## src/rtl/fifo_dual_deque_pkg.sv

```systemverilog
// Shared defaults, per-cycle operation record and the pointer-wrap helper for fifo_dual_deque.
package fifo_dual_deque_pkg;

   localparam int unsigned DefDwidth    = 64;
   localparam int unsigned DefQueueSize = 21;

   typedef struct packed {
      logic enq;
      logic pop_a;
      logic pop_b;
   } fifo_ops_t;

   // step never exceeds 2 and size is at least 2, so one conditional subtract wraps correctly
   function automatic int unsigned ptr_inc(input int unsigned ptr, input int unsigned step,
                                           input int unsigned size);
      int unsigned sum;
      sum = ptr + step;
      return (sum >= size) ? (sum - size) : sum;
   endfunction

endpackage

```

## src/rtl/fifo_dual_deque_mem.sv

```systemverilog
// Storage for fifo_dual_deque: one synchronous write port, two combinational read ports.
module fifo_dual_deque_mem
   import fifo_dual_deque_pkg::*;
#(
   parameter int unsigned DWIDTH     = DefDwidth,
   parameter int unsigned QUEUE_SIZE = DefQueueSize,
   parameter int unsigned AWIDTH     = $clog2(DefQueueSize)
) (
   input  logic              clk,
   input  logic              wr_en,
   input  logic [AWIDTH-1:0] wr_addr,
   input  logic [DWIDTH-1:0] wr_data,
   input  logic [AWIDTH-1:0] rd_addr_a,
   output logic [DWIDTH-1:0] rd_data_a,
   input  logic [AWIDTH-1:0] rd_addr_b,
   output logic [DWIDTH-1:0] rd_data_b
);

   logic [DWIDTH-1:0] mem_q [QUEUE_SIZE];

   always_ff @(posedge clk) begin
      if (wr_en) begin
         mem_q[wr_addr] <= wr_data;
      end
   end

   assign rd_data_a = mem_q[rd_addr_a];
   assign rd_data_b = mem_q[rd_addr_b];

endmodule

```

## src/rtl/fifo_dual_deque.sv

```systemverilog
// Show-ahead FIFO exposing the two oldest entries, able to pop one or two per cycle.
// Define FIFO_DUAL_DEQUE_ERR_EN to add a sticky protocol-error output 'err'.
module fifo_dual_deque
   import fifo_dual_deque_pkg::*;
#(
   parameter int unsigned DWIDTH     = DefDwidth,
   parameter int unsigned QUEUE_SIZE = DefQueueSize
) (
   input  logic              clk,
   input  logic              rst,
   input  logic              in_enque_en,
   input  logic [DWIDTH-1:0] in_data,
   output logic              in_valid,
   input  logic              outA_deque_en,
   output logic              outA_valid,
   output logic [DWIDTH-1:0] outA_data,
   input  logic              outB_deque_en,
   output logic              outB_valid,
   output logic [DWIDTH-1:0] outB_data
`ifdef FIFO_DUAL_DEQUE_ERR_EN
   ,
   output logic              err
`endif
);

   localparam int unsigned PtrW = $clog2(QUEUE_SIZE);
   localparam int unsigned CntW = $clog2(QUEUE_SIZE + 1);

   logic [PtrW-1:0] head_q, head_d;
   logic [PtrW-1:0] tail_q, tail_d;
   logic [CntW-1:0] count_q, count_d;
   logic [PtrW-1:0] head_next;
   logic [DWIDTH-1:0] rd_data_a, rd_data_b;
   fifo_ops_t       ops;
   int unsigned     pop_cnt;

   assign head_next = PtrW'(ptr_inc(32'(head_q), 32'd1, QUEUE_SIZE));

   always_comb begin
      in_valid   = !rst && (count_q < CntW'(QUEUE_SIZE));
      outA_valid = !rst && (count_q >= CntW'(1));
      outB_valid = !rst && (count_q >= CntW'(2));

      ops       = '0;
      ops.enq   = in_enque_en && in_valid;
      ops.pop_a = outA_deque_en && outA_valid;
      // B may only leave together with A, otherwise order would break
      ops.pop_b = outB_deque_en && outB_valid && ops.pop_a;

      pop_cnt = 32'(ops.pop_a) + 32'(ops.pop_b);

      tail_d = tail_q;
      if (ops.enq) begin
         tail_d = PtrW'(ptr_inc(32'(tail_q), 32'd1, QUEUE_SIZE));
      end
      head_d  = PtrW'(ptr_inc(32'(head_q), pop_cnt, QUEUE_SIZE));
      count_d = count_q + CntW'(ops.enq) - CntW'(ops.pop_a) - CntW'(ops.pop_b);

      outA_data = outA_valid ? rd_data_a : '0;
      outB_data = outB_valid ? rd_data_b : '0;
   end

   always_ff @(posedge clk) begin
      if (rst) begin
         head_q  <= '0;
         tail_q  <= '0;
         count_q <= '0;
      end else begin
         head_q  <= head_d;
         tail_q  <= tail_d;
         count_q <= count_d;
      end
   end

   fifo_dual_deque_mem #(
      .DWIDTH    (DWIDTH),
      .QUEUE_SIZE(QUEUE_SIZE),
      .AWIDTH    (PtrW)
   ) u_mem (
      .clk      (clk),
      .wr_en    (ops.enq),
      .wr_addr  (tail_q),
      .wr_data  (in_data),
      .rd_addr_a(head_q),
      .rd_data_a(rd_data_a),
      .rd_addr_b(head_next),
      .rd_data_b(rd_data_b)
   );

`ifdef FIFO_DUAL_DEQUE_ERR_EN
   logic err_q, err_d;

   always_comb begin
      err_d = err_q
            | (in_enque_en && !in_valid)
            | (outA_deque_en && !outA_valid)
            | (outB_deque_en && !ops.pop_b);
   end

   always_ff @(posedge clk) begin
      if (rst) begin
         err_q <= 1'b0;
      end else begin
         err_q <= err_d;
      end
   end

   assign err = err_q;
`endif

   count_in_range: assert property (@(posedge clk) disable iff (rst)
      count_q <= CntW'(QUEUE_SIZE));

endmodule

```

## config.mk

```make
export PLATFORM = sky130hd
export DESIGN_NAME = fifo_dual_deque
export DESIGN_NICKNAME = d
export VERILOG_FILES = /design/src/rtl/fifo_dual_deque_pkg.sv /design/src/rtl/fifo_dual_deque_mem.sv /design/src/rtl/fifo_dual_deque.sv
export SDC_FILE = /design/constraint.sdc
export NUM_CORES = 2
export LEC_CHECK = 0
export BUFFER_PORTS_ARGS = -buffer_cell sky130_fd_sc_hd__buf_2
export CAP_MARGIN = 10
export CORE_MARGIN = 3
export CORE_UTILIZATION = 56
export CTS_BUF_LIST = sky130_fd_sc_hd__clkbuf_4
export DETAILED_ROUTE_END_ITERATION = 10
export PLACE_DENSITY = 0.73
export SYNTH_ARGS = -nofsm -noshare
export SYNTH_HDL_FRONTEND = slang
export SYNTH_SLANG_ARGS = --single-unit
export TNS_END_PERCENT = 1
```

## constraint.sdc

```tcl
create_clock -name clk -period 27.1 [get_ports clk]
set_input_delay 5.42 -clock clk [delete_from_list [all_inputs] [get_ports clk]]
set_output_delay 5.42 -clock clk [all_outputs]
set_load 0.03 [all_outputs]
```

==> out/qor.csv <==
metric,value,unit
gp_congestion,0.843,
worst_pin_slew,1.27,ns
avgSynthCellArea,16.3,sq um
synth_edf_count,1344,
hold_viol_final,0,
drive_above_1_share,0.325,
routed_wl,210000,um
setup_violations,0,
antenna_found_initial,12,
cts.sinks,1359,
synth-seq-cells,1359,
post_cts_buffers,0,
slowest_delay,1.00,ns
clockBufferDepth,4,
grt_pass1_vias,46124,
hold_class,flop to flop,
cp-start-kind,flop,
pin_count,200,
post_dp_cell_area,70100,sq um
firstDrtPassIters,8,
crit_chain,clkinv_1 > ha_4 > buf_4 > nand2b_1 > nand2_1 > and3_1 > o211ai_4 > buf_4 > o221ai_1 > a311oi_1 > and4_1 > buf_2,
worst_ep_arrival_time,8.35,ns
wl_per_cell,33.3,um
p_leak,23.3,nW
nets,4525,
finalCritPeriodShare,0.508,
timing.fmax,72.6,MHz
post-synth-top-area-fraction,0.596,
drtIter0Drc,7133,
rsz0062_at_grt,false,
dieHeight,354,um
cts_tree,done,
overflow,0,
synthTopCellsByArea,"edfxtp_1 (60%), mux4_2 (21%), nor2_1 (1.6%), a311oi_1 (1.6%), nand2_1 (1.5%)",
required,21.68,ns
grt_pass1_wl,305000,um
fp.dieW,354,um
crit_path_end_kind,output port,
cts-hold-fix-buffers,0,
path_clk_slew,0.07,ns
drv_cap,0,
cts-root-buf,clkbuf_4,
port_buffers,199,
drc,0,
core_area,119000,sq um
slew_headroom,0.153,
cts_resized,0,
ant_nets,0,
synth_ff_type,edfxtp_1,
path_delay_family,buffers and inverters,
drv_slew,0,
crit_top_cell,buf_4,
row_count,126,
numCtsBuffers,365,
status,finished clean,
fin_area,74400,sq um
vdd_drop_max,0.0818,mV
hpwl,112000,um
yosysTopAreaCell,edfxtp_1,
initial_core_util,0.569,
cellPowerDensity,79.4,nW/um^2
vias_per_cell,7.36,
clock_latency,1.34,ns
ys_seq_area_frac,0.600,
postSynth.asyncResetShare,0,
critPathSlowestCell,ha_4,
vias,46303,
grt_usage,0.333,
htreeDepth,5,
fill_cells,8578,
synth_nets,4253,
die_area,125000,sq um
finalClockSkew,0.142,ns
yosysWarnings,0,
grt_max_degree,173,
worstSetupPathType,flop to output port,
syn2layout_area_growth,9.91,%
syn_area,67700,sq um
fin_tns_setup,0,ns
ys_types,70,
syn_inst,4159,
crit_buf_inv,4,
min_period,13.77,ns
cp_max_fo,65,
[state kept, by name, summed over array words and instances (netlist names)]
signal / count
count_q: 5
head_q: 5
tail_q: 5
u_mem.mem_q: 1344
[tightest hold or removal path, stage by stage (launching register included)]
cell and delay (ns):
dfxtp_1 0.35, nor2_1 0.11, a211oi_1 0.05
[metal layers]
metal | track usage | wire length (um)
met3 | 0.0969 | 28800
met2 | 0.515 | 99300
met5 | 0 | 13
met4 | 0.169 | 10100
met1 | 0.435 | 71600
[cells in the mapped netlist, types with 3 or more instances]
cell type	number
a221oi_1	65
o211ai_2	4
a2111oi_0	3
a211oi_1	66
o221ai_1	64
nand4_1	3
a22oi_1	125
clkbuf_1	235
and4_1	64
buf_1	40
xnor2_2	3
and3_1	4
buf_2	91
a21oi_1	137
nand2_1	278
ha_1	23
a31oi_1	5
nor3_1	4
edfxtp_1	1344
dfxtp_1	15
nor2b_1	8
buf_4	18
nand3b_1	69
inv_1	17
xnor2_1	14
mux4_2	636
o21ai_0	141
o211ai_1	5
a32oi_1	3
or3_1	126
a311oi_1	125
nor3b_1	3
nand3_1	12
nor2_1	295
mux2i_1	68
[cell usage in the layout, fill, tap and decap left out, drive strengths merged, types with 4 or more instances in the layout]
master	netlist	routed
mux2i	68	68
nand2	278	278
o21ai	143	143
o211ai	9	9
nand3b	69	69
or3	126	126
o221ai	65	65
a221oi	66	66
diode	0	18
xnor2	17	17
a22oi	125	125
clkinv	1	98
nand3	12	12
edfxtp	1344	1344
and3	5	5
a21oi	138	138
ha	23	23
a311oi	125	125
inv	17	23
a211oi	66	66
clkbuf	235	508
nor3	4	4
buf	151	291
and4	64	64
a31oi	5	5
mux4	636	636
nor2b	8	8
dfxtp	15	15
nor2	298	298
[kinds of logic after synthesis]
family          Yosys count  synth area share
compound gates          768            0.0812
xor+xnor                 19           0.00279
fa+ha+maj                25           0.00484
buf+inv                 404            0.0253
flops                  1359             0.600
mux                     706             0.222
simple gates            878            0.0638
[area by class of cell]
| type | instances | area (sq um) | area share |
|---|---|---|---|
| Clock buffer | 508 | 3810 | 0.0512 |
| Clock inverter | 104 | 439 | 0.00590 |
| Inverter | 18 | 67.6 | 0.000908 |
| Antenna cell | 18 | 45.0 | 0.000605 |
| Sequential cell | 1359 | 40700 | 0.546 |
| Timing Repair Buffer | 291 | 1720 | 0.0232 |
| Multi-Input combinational cell | 2396 | 25700 | 0.345 |
| Tap cell | 1600 | 2000 | 0.0269 |
[stage by stage]
stage / power (mW) / util / cells / setup slack [ns] / hold slack [ns]
finish: 5.91 / 0.625 / 6294 / 13.33 / 0.562
global route: 6.15 / 0.625 / 6288 / 12.88 / 0.595
CTS: 5.92 / 0.625 / 6276 / 13.22 / 0.563
floorplan: 3.69 / - / 4159 / 13.53 / 0.521
detailed placement: 4.22 / 0.589 / 5664 / 14.06 / 0.555
global placement: 4.20 / 0.589 / 5664 / 14.11 / 0.546
[power breakdown]
group	internal, mW	total [mW]	leakage, nW	switching, mW
registers	2.33	2.36	12.2	0.0249
clock network	0.869	1.71	2.57	0.840
logic	0.677	1.85	8.54	1.17
total	3.88	5.91	23.3	2.03
[worst paths after layout]
kind / startpoint / to / slack [ns] / cells after the start
max: head_q[0]$_SDFF_PP0_ / outB_data[63] / 13.33 / 12
min: tail_q[1]$_SDFFE_PP0P_ / tail_q[1]$_SDFFE_PP0P_ / 0.56 / 2
max reg2reg: count_q[3]$_SDFF_PP0_ / head_q[2]$_SDFF_PP0_ / 22.40 / 18
min reg2reg: tail_q[1]$_SDFFE_PP0P_ / tail_q[1]$_SDFFE_PP0P_ / 0.56 / 2
Power figures use the tool's default switching activity.
